### config.mk
export PLATFORM = sky130hd
export DESIGN_NAME = vga_sync_gen_flat
export DESIGN_NICKNAME = d
export VERILOG_FILES = /design/src/rtl/vga_timing_pkg.sv /design/src/rtl/vga_sync_gen_if.sv /design/src/rtl/vga_sync_gen_contadorvertical.sv /design/src/rtl/vga_sync_gen.sv /design/src/flat_wrapper.sv
export SDC_FILE = /design/constraint.sdc
export NUM_CORES = 1
export LEC_CHECK = 0
export BUFFER_PORTS_ARGS = -buffer_cell sky130_fd_sc_hd__buf_2
export CAP_MARGIN = 20
export CORE_MARGIN = 2
export CORE_UTILIZATION = 39
export CTS_CLUSTER_SIZE = 25
export DETAILED_ROUTE_END_ITERATION = 6
export MAX_ROUTING_LAYER = met4
export SETUP_SLACK_MARGIN = 0.3
export SLEW_MARGIN = 20
export SYNTH_ARGS = -nofsm -noshare
export SYNTH_HDL_FRONTEND = slang
export SYNTH_SLANG_ARGS = --single-unit
export TNS_END_PERCENT = 50
### constraint.sdc
create_clock -name Clk -period 2.3 [get_ports Clk]
set_input_delay 0.46 -clock Clk [delete_from_list [all_inputs] [get_ports Clk]]
set_output_delay 0.46 -clock Clk [all_outputs]
set_load 0.02 [all_outputs]
### src/rtl/vga_timing_pkg.sv
// 640x480@60 timing constants shared by the horizontal counter and the sync generator.
// Horizontal values are in clock ticks (2 per pixel); vertical values are in lines.
package vga_timing_pkg;

  localparam int H_W = 11;
  localparam int V_W = 10;

  typedef logic [H_W-1:0] hpos_t;
  typedef logic [V_W-1:0] vline_t;

  localparam hpos_t H_TOTAL      = 11'd1600;
  localparam hpos_t H_VISIBLE    = 11'd1280;
  localparam hpos_t H_SYNC_START = 11'd1312;
  localparam hpos_t H_SYNC_END   = 11'd1503;

  localparam vline_t V_TOTAL      = 10'd525;
  localparam vline_t V_VISIBLE    = 10'd480;
  localparam vline_t V_SYNC_START = 10'd490;
  localparam vline_t V_SYNC_END   = 10'd491;

  // Asserted level of hsync/vsync; 0 gives active-low sync pulses.
  localparam logic SYNC_POL = 1'b0;

endpackage

### src/rtl/vga_sync_gen_if.sv
// Bundle between the horizontal counter side (master) and the sync generator (slave).
interface vga_sync_gen_if;
  import vga_timing_pkg::*;

  hpos_t  cntHorizontal;
  logic   vflag;
  vline_t cntVertical;
  logic   hsync;
  logic   vsync;
  logic   video_on;
  logic [9:0] pixel_x;
  vline_t pixel_y;
  logic   frame_start;

  modport master (
    output cntHorizontal, vflag,
    input  cntVertical, hsync, vsync, video_on, pixel_x, pixel_y, frame_start
  );

  modport slave (
    input  cntHorizontal, vflag,
    output cntVertical, hsync, vsync, video_on, pixel_x, pixel_y, frame_start
  );

endinterface

### src/rtl/vga_sync_gen_contadorvertical.sv
// Mod-V_TOTAL line counter advanced by the end-of-line pulse; also exposes its
// next value so the decoder can see the new line in the same cycle as tick 0.
module contadorvertical
  import vga_timing_pkg::*;
#(
  parameter vline_t V_TOTAL = vga_timing_pkg::V_TOTAL
) (
  input  logic   Clk,
  input  logic   Reset_n,
  input  logic   en,
  output vline_t count,
  output vline_t count_next,
  output logic   wrap
);

  localparam vline_t V_LAST = V_TOTAL - 10'd1;

  logic at_last;

  assign at_last    = (count == V_LAST);
  assign count_next = at_last ? '0 : count + 10'd1;
  assign wrap       = en & at_last;

  always_ff @(posedge Clk or negedge Reset_n) begin
    if (!Reset_n) begin
      count <= '0;
    end else if (en) begin
      count <= count_next;
    end
  end

endmodule

### src/rtl/vga_sync_gen.sv
// Vertical line tracking plus registered sync, blanking and pixel-coordinate decode
// for the 640x480@60 path, fed by the horizontal tick counter.
module vga_sync_gen
  import vga_timing_pkg::*;
#(
  parameter hpos_t  H_VISIBLE    = vga_timing_pkg::H_VISIBLE,
  parameter hpos_t  H_SYNC_START = vga_timing_pkg::H_SYNC_START,
  parameter hpos_t  H_SYNC_END   = vga_timing_pkg::H_SYNC_END,
  parameter vline_t V_TOTAL      = vga_timing_pkg::V_TOTAL,
  parameter vline_t V_VISIBLE    = vga_timing_pkg::V_VISIBLE,
  parameter vline_t V_SYNC_START = vga_timing_pkg::V_SYNC_START,
  parameter vline_t V_SYNC_END   = vga_timing_pkg::V_SYNC_END,
  parameter logic   SYNC_POL     = vga_timing_pkg::SYNC_POL
) (
  input  logic           Clk,
  input  logic           Reset_n,
  vga_sync_gen_if.slave  bus
);

  vline_t cnt_vertical;
  vline_t v_next;
  vline_t v_line;
  logic   wrap;

  contadorvertical #(
    .V_TOTAL (V_TOTAL)
  ) u_contadorvertical (
    .Clk        (Clk),
    .Reset_n    (Reset_n),
    .en         (bus.vflag),
    .count      (cnt_vertical),
    .count_next (v_next),
    .wrap       (wrap)
  );

  // The counter register lags the end-of-line pulse by a cycle; use its next value
  // on that cycle so tick 0 of a new line already decodes with the new line number.
  assign v_line = bus.vflag ? v_next : cnt_vertical;

  logic h_active;
  logic v_active;
  logic h_sync_on;
  logic v_sync_on;
  logic active;

  always_comb begin
    h_active  = (bus.cntHorizontal < H_VISIBLE);
    v_active  = (v_line < V_VISIBLE);
    h_sync_on = (bus.cntHorizontal >= H_SYNC_START) && (bus.cntHorizontal <= H_SYNC_END);
    v_sync_on = (v_line >= V_SYNC_START) && (v_line <= V_SYNC_END);
    active    = h_active & v_active;
  end

  // Stage p1: one register between (cntHorizontal, v_line) and every output.
  logic       hsync_p1;
  logic       vsync_p1;
  logic       video_on_p1;
  logic [9:0] pixel_x_p1;
  vline_t     pixel_y_p1;
  logic       frame_start_p1;

  always_ff @(posedge Clk or negedge Reset_n) begin
    if (!Reset_n) begin
      hsync_p1       <= ~SYNC_POL;
      vsync_p1       <= ~SYNC_POL;
      video_on_p1    <= 1'b0;
      pixel_x_p1     <= '0;
      pixel_y_p1     <= '0;
      frame_start_p1 <= 1'b0;
    end else begin
      hsync_p1       <= h_sync_on ? SYNC_POL : ~SYNC_POL;
      vsync_p1       <= v_sync_on ? SYNC_POL : ~SYNC_POL;
      video_on_p1    <= active;
      pixel_x_p1     <= active ? bus.cntHorizontal[H_W-1:1] : '0;
      pixel_y_p1     <= active ? v_line : '0;
      frame_start_p1 <= wrap;
    end
  end

  assign bus.cntVertical = cnt_vertical;
  assign bus.hsync       = hsync_p1;
  assign bus.vsync       = vsync_p1;
  assign bus.video_on    = video_on_p1;
  assign bus.pixel_x     = pixel_x_p1;
  assign bus.pixel_y     = pixel_y_p1;
  assign bus.frame_start = frame_start_p1;

endmodule

### src/flat_wrapper.sv
// flat-port wrapper written by rule: the top's interface ports become plain ports
module vga_sync_gen_flat import vga_timing_pkg::*;
#(
  parameter hpos_t  H_VISIBLE    = vga_timing_pkg::H_VISIBLE,
  parameter hpos_t  H_SYNC_START = vga_timing_pkg::H_SYNC_START,
  parameter hpos_t  H_SYNC_END   = vga_timing_pkg::H_SYNC_END,
  parameter vline_t V_TOTAL      = vga_timing_pkg::V_TOTAL,
  parameter vline_t V_VISIBLE    = vga_timing_pkg::V_VISIBLE,
  parameter vline_t V_SYNC_START = vga_timing_pkg::V_SYNC_START,
  parameter vline_t V_SYNC_END   = vga_timing_pkg::V_SYNC_END,
  parameter logic   SYNC_POL     = vga_timing_pkg::SYNC_POL
)
  (Clk, Reset_n, bus_cntHorizontal, bus_vflag, bus_cntVertical, bus_hsync, bus_vsync, bus_video_on, bus_pixel_x, bus_pixel_y, bus_frame_start);
  vga_sync_gen_if bus_i ();
  input  logic Clk;
  input  logic Reset_n;
  input wire logic [$bits(bus_i.cntHorizontal)-1:0] bus_cntHorizontal;
  input wire logic [$bits(bus_i.vflag)-1:0] bus_vflag;
  output wire logic [$bits(bus_i.cntVertical)-1:0] bus_cntVertical;
  output wire logic [$bits(bus_i.hsync)-1:0] bus_hsync;
  output wire logic [$bits(bus_i.vsync)-1:0] bus_vsync;
  output wire logic [$bits(bus_i.video_on)-1:0] bus_video_on;
  output wire logic [$bits(bus_i.pixel_x)-1:0] bus_pixel_x;
  output wire logic [$bits(bus_i.pixel_y)-1:0] bus_pixel_y;
  output wire logic [$bits(bus_i.frame_start)-1:0] bus_frame_start;
  assign bus_i.cntHorizontal = bus_cntHorizontal;
  assign bus_i.vflag = bus_vflag;
  assign bus_cntVertical = bus_i.cntVertical;
  assign bus_hsync = bus_i.hsync;
  assign bus_vsync = bus_i.vsync;
  assign bus_video_on = bus_i.video_on;
  assign bus_pixel_x = bus_i.pixel_x;
  assign bus_pixel_y = bus_i.pixel_y;
  assign bus_frame_start = bus_i.frame_start;
  vga_sync_gen #(.H_VISIBLE(H_VISIBLE), .H_SYNC_START(H_SYNC_START), .H_SYNC_END(H_SYNC_END), .V_TOTAL(V_TOTAL), .V_VISIBLE(V_VISIBLE), .V_SYNC_START(V_SYNC_START), .V_SYNC_END(V_SYNC_END), .SYNC_POL(SYNC_POL)) u_core (.Clk(Clk), .Reset_n(Reset_n), .bus(bus_i));
endmodule
==> flow_summary.yaml <==
logic_synthesis:
  synthArstFlopShare_pct: 100.0
  ys_seq_area_share_pct: 57.89
  synth.top_cells.by_count: "sky130_fd_sc_hd__dfrtp_1 (32), sky130_fd_sc_hd__and2_1 (18), sky130_fd_sc_hd__nand2_1 (9), sky130_fd_sc_hd__nor2_1 (9), sky130_fd_sc_hd__nor3_1 (7)"
  synth_most_common_cell: "sky130_fd_sc_hd__dfrtp_1"
  post_synth.cell_area_avg_um2: 11.17
  synthDistinctLibCells: 41
  mappedNetlistArea_mm2: 0.001474
  yosys_warnings: 0
  dominantRegCellSynth: "sky130_fd_sc_hd__dfrtp_1"
  yosys.area.top_type: "sky130_fd_sc_hd__dfrtp_1"
  synth-edff-count: 0
  synthDominantCellAreaShare_pct: 54.33
  post_synth_main_area_contributors: "sky130_fd_sc_hd__dfrtp_1 (54%), sky130_fd_sc_hd__and2_1 (7.6%), sky130_fd_sc_hd__dfstp_2 (3.6%)"
  flop_and_latch_count_out_of_synthesis: 34
  synthesized_netlist_net_count: 148
  synthCells: 132
setup_path:
  crit_path_start_kind: "register"
  worstPathCellList: "inv_1 -> ha_1 -> and4bb_1 -> and3b_4 -> a211oi_4 -> a311o_4 -> inv_8 -> and2_1"
  worst-endpoint-required_ps: 2520
  cp_slowest_stage_delay_ps: 430
  r2r_cells: 8
  critical_path_end_type: "register"
  timing.critical_path.buf_inv: 2
  number_of_cells_on_the_critical_path: 8
  regToRegStartpoint: "u_core.u_contadorvertical.count[0]"
  critPathSlowestCell: "sky130_fd_sc_hd__dfrtp_2"
  r2r_path_end: "u_core.bus.pixel_y[3]"
  critPathMaxFanout: 17
  timing.critical_path.from: "u_core.u_contadorvertical.count[0]"
  worst_ep_arrival_time_ps: 2170
  critical_path.top_delay_family: "simple AND/OR/NAND/NOR gates"
  critPathCapture: "u_core.bus.pixel_y[3]"
  critical_path_class: "reg2reg"
  reg2reg_slack_ps: 360
final_layout:
  drive_above_1_share_pct: 39.04
  multi_input_area_um2: 571.8
  design.final.nets: 202
  final-seq-area_um2: 855.8
  syn2layout_area_growth_pct: 28.86
  final_area_mm2: 0.001899
  post_layout_util_pct: 52.27
  antenna_cells_inserted: 0
  final_cell_count_no_fill: 235
  fill_cells: 348
global_routing:
  grt_max_degree: 35
  global_route_overflow: 0
  grt_pass1_vias: 1101
  grt_antenna_before_repair: 0
  wire_length_of_the_first_global_routing_pass_um: 5064
  grt_usage_pct: 16.34
flow_run:
  timing.max_cap.violations: 0
worst_hold_path:
  worst_hold_path_type: "in2async"
clocking:
  clk-insertion-delay-late_ps: 280
  clkSinkCount: 34
  clk_transition_reported_paths_ps: 70
  cts_tree: "done"
  cts-buffers-inserted: 5
  ctsLongestPathBuffers: 2
  cts.htree.levels: 2
  root_buffer: "sky130_fd_sc_hd__clkbuf_8"
routing:
  detail_route.first_pass.iterations: 4
  routedWlPerCell_um: 13.28
  drc_errors: 0
  route.detailed.vias_per_inst: 4.838
  drt_iter0_drc: 36
  remaining_antenna_violation_count: 0
  routed_wl_um: 3120
  routed-via-count: 1137
sta:
  report.final.hold_viol_count: 0
  min_period_over_period_pct: 84.52
  worst_hold_slack_after_final_layout_ps: 224.3
  maxSlewViolCount: 0
  timing.final.crit_period_ps: 1944
  max_clock_freq_ghz: 0.5144
  fin_worst_skew_ps: 6.064
  timing_worst_slew_pin_value_ps: 718.5
  unrepaired_setup_endpoints_after_global_routing: "yes"
  worst_slew_margin_rel_pct: 52.10
  setup_total_negative_slack_ps: 0
  finalSetupViolations: 0
floorplan:
  floorplan.die.width_um: 65.48
  die_height_um: 65.48
  rows: 22
  start_util_pct: 40.56
  core_region_area_mm2: 0.003633
  io_pins: 48
  die_area_mm2: 0.004287
pwr:
  power_per_cell_area_mw_per_mm2: 1036
  vdd.ir_drop.worst_mv: 0.3974
  power.leakage_nw: 1.018
run_status:
  status: "finished clean"
placed_design:
  placement.cell_area_mm2: 0.001722
  port_buffers: 46
  estimated_wirelength_of_the_detail_placed_design_um: 2135
  gp_congestion: 0.8254
  post-place-cells: 219
-- cells by family (layout without fill, tap and decap cells) --
| family | after synthesis | count (layout) | synth area share (%) |
|---|---|---|---|
| and+or+nand+nor | 61 | 61 | 23.43 |
| DFF | 34 | 34 | 57.89 |
| AOI/OAI and AO/OA | 14 | 14 | 7.725 |
| buffers and inverters | 13 | 68 | 4.753 |
| xor gates and xnor gates | 6 | 6 | 3.565 |
| adders and majority gates | 2 | 2 | 1.698 |
| other | 1 | 1 | 0.2544 |
| muxes | 1 | 1 | 0.6791 |
-- layer usage --
layer | track usage [%] | routed length, µm
met5 | - | 0
met4 | 9.375 | 68
met3 | 3.938 | 166
met2 | 26.40 | 1570
met1 | 18.61 | 1315
-- flip-flops by register name, summed over array words and instances, names as in the netlist --
signal                           flops
u_core.bus.frame_start               1
u_core.bus.hsync                     1
u_core.bus.pixel_x                  10
u_core.bus.pixel_y                  10
u_core.bus.video_on                  1
u_core.bus.vsync                     1
u_core.u_contadorvertical.count     10
-- power by group --
group,switching (mW),internal (mW),leakage [nW]
Combinational,0.409,0.281,0.525
Sequential,0.122,0.712,0.445
Clock,0.203,0.241,0.0482
-- layout by cell type, fill, tap and decap left out, types with 2 or more instances in the layout --
master,Yosys,layout
sky130_fd_sc_hd__xnor2_1,2,2
sky130_fd_sc_hd__dfrtp_1,32,30
sky130_fd_sc_hd__and2_1,18,18
sky130_fd_sc_hd__and3_1,2,2
sky130_fd_sc_hd__ha_1,2,2
sky130_fd_sc_hd__xor2_1,4,4
sky130_fd_sc_hd__inv_1,5,5
sky130_fd_sc_hd__nand3_1,4,4
sky130_fd_sc_hd__buf_2,2,46
sky130_fd_sc_hd__dfrtp_2,0,2
sky130_fd_sc_hd__a21o_1,2,2
sky130_fd_sc_hd__nor2_1,9,9
sky130_fd_sc_hd__nand2_1,9,8
sky130_fd_sc_hd__clkbuf_8,0,6
sky130_fd_sc_hd__dfstp_2,2,2
sky130_fd_sc_hd__buf_4,2,8
sky130_fd_sc_hd__nand4_1,4,4
sky130_fd_sc_hd__o21ai_0,2,2
sky130_fd_sc_hd__nor3_1,7,6
-- worst min path at each step --
stage / cells after the start / slack (ps) / end
global placement: 1 / 550 / u_core.bus.pixel_y[9]
CTS: 1 / 250 / u_core.bus.pixel_x[2]
detailed placement: 1 / 570 / u_core.bus.pixel_x[2]
floorplan: 0 / 160 / u_core.bus.frame_start
finish: 1 / 220 / u_core.bus.pixel_x[2]
global route: 1 / 300 / u_core.bus.pixel_x[1]
-- through the flow --
stage	setup slack (ps)	power, mW
6_report	356.1	1.968
5_1_grt	284.8	2.088
4_1_cts	313.3	1.936
3_5_place_dp	211.7	1.436
3_3_place_gp	268.8	1.418
2_1_floorplan	322.5	1.263
-- cell type report --
type	instances	share of cell area, %
Inverter	6	1.581
Clock inverter	1	0.2635
Timing Repair Buffer	54	15.28
Tap cell	48	3.162
Clock buffer	7	4.545
Multi-Input combinational cell	85	30.11
Sequential cell	34	45.06
-- worst register-to-register path: cells and delay by family, from the launching register on --
kind	cells	cell delay, ps
AO/OA/AOI/OAI	2	450
AND/OR/NAND/NOR	3	610
adder cells (fa/ha/maj)	1	180
buffers and inverters	2	210
flip-flops	1	430
-- what timing repair did --
action | 4_1_cts | 5_1_grt
gates resized for setup | 3 | 3
pin swaps | 1 | 2
setup endpoints to repair | 16 | 17
buffers inserted | 5 | 3
hold buffers | 0 | 0
Power figures use the tool's default switching activity.
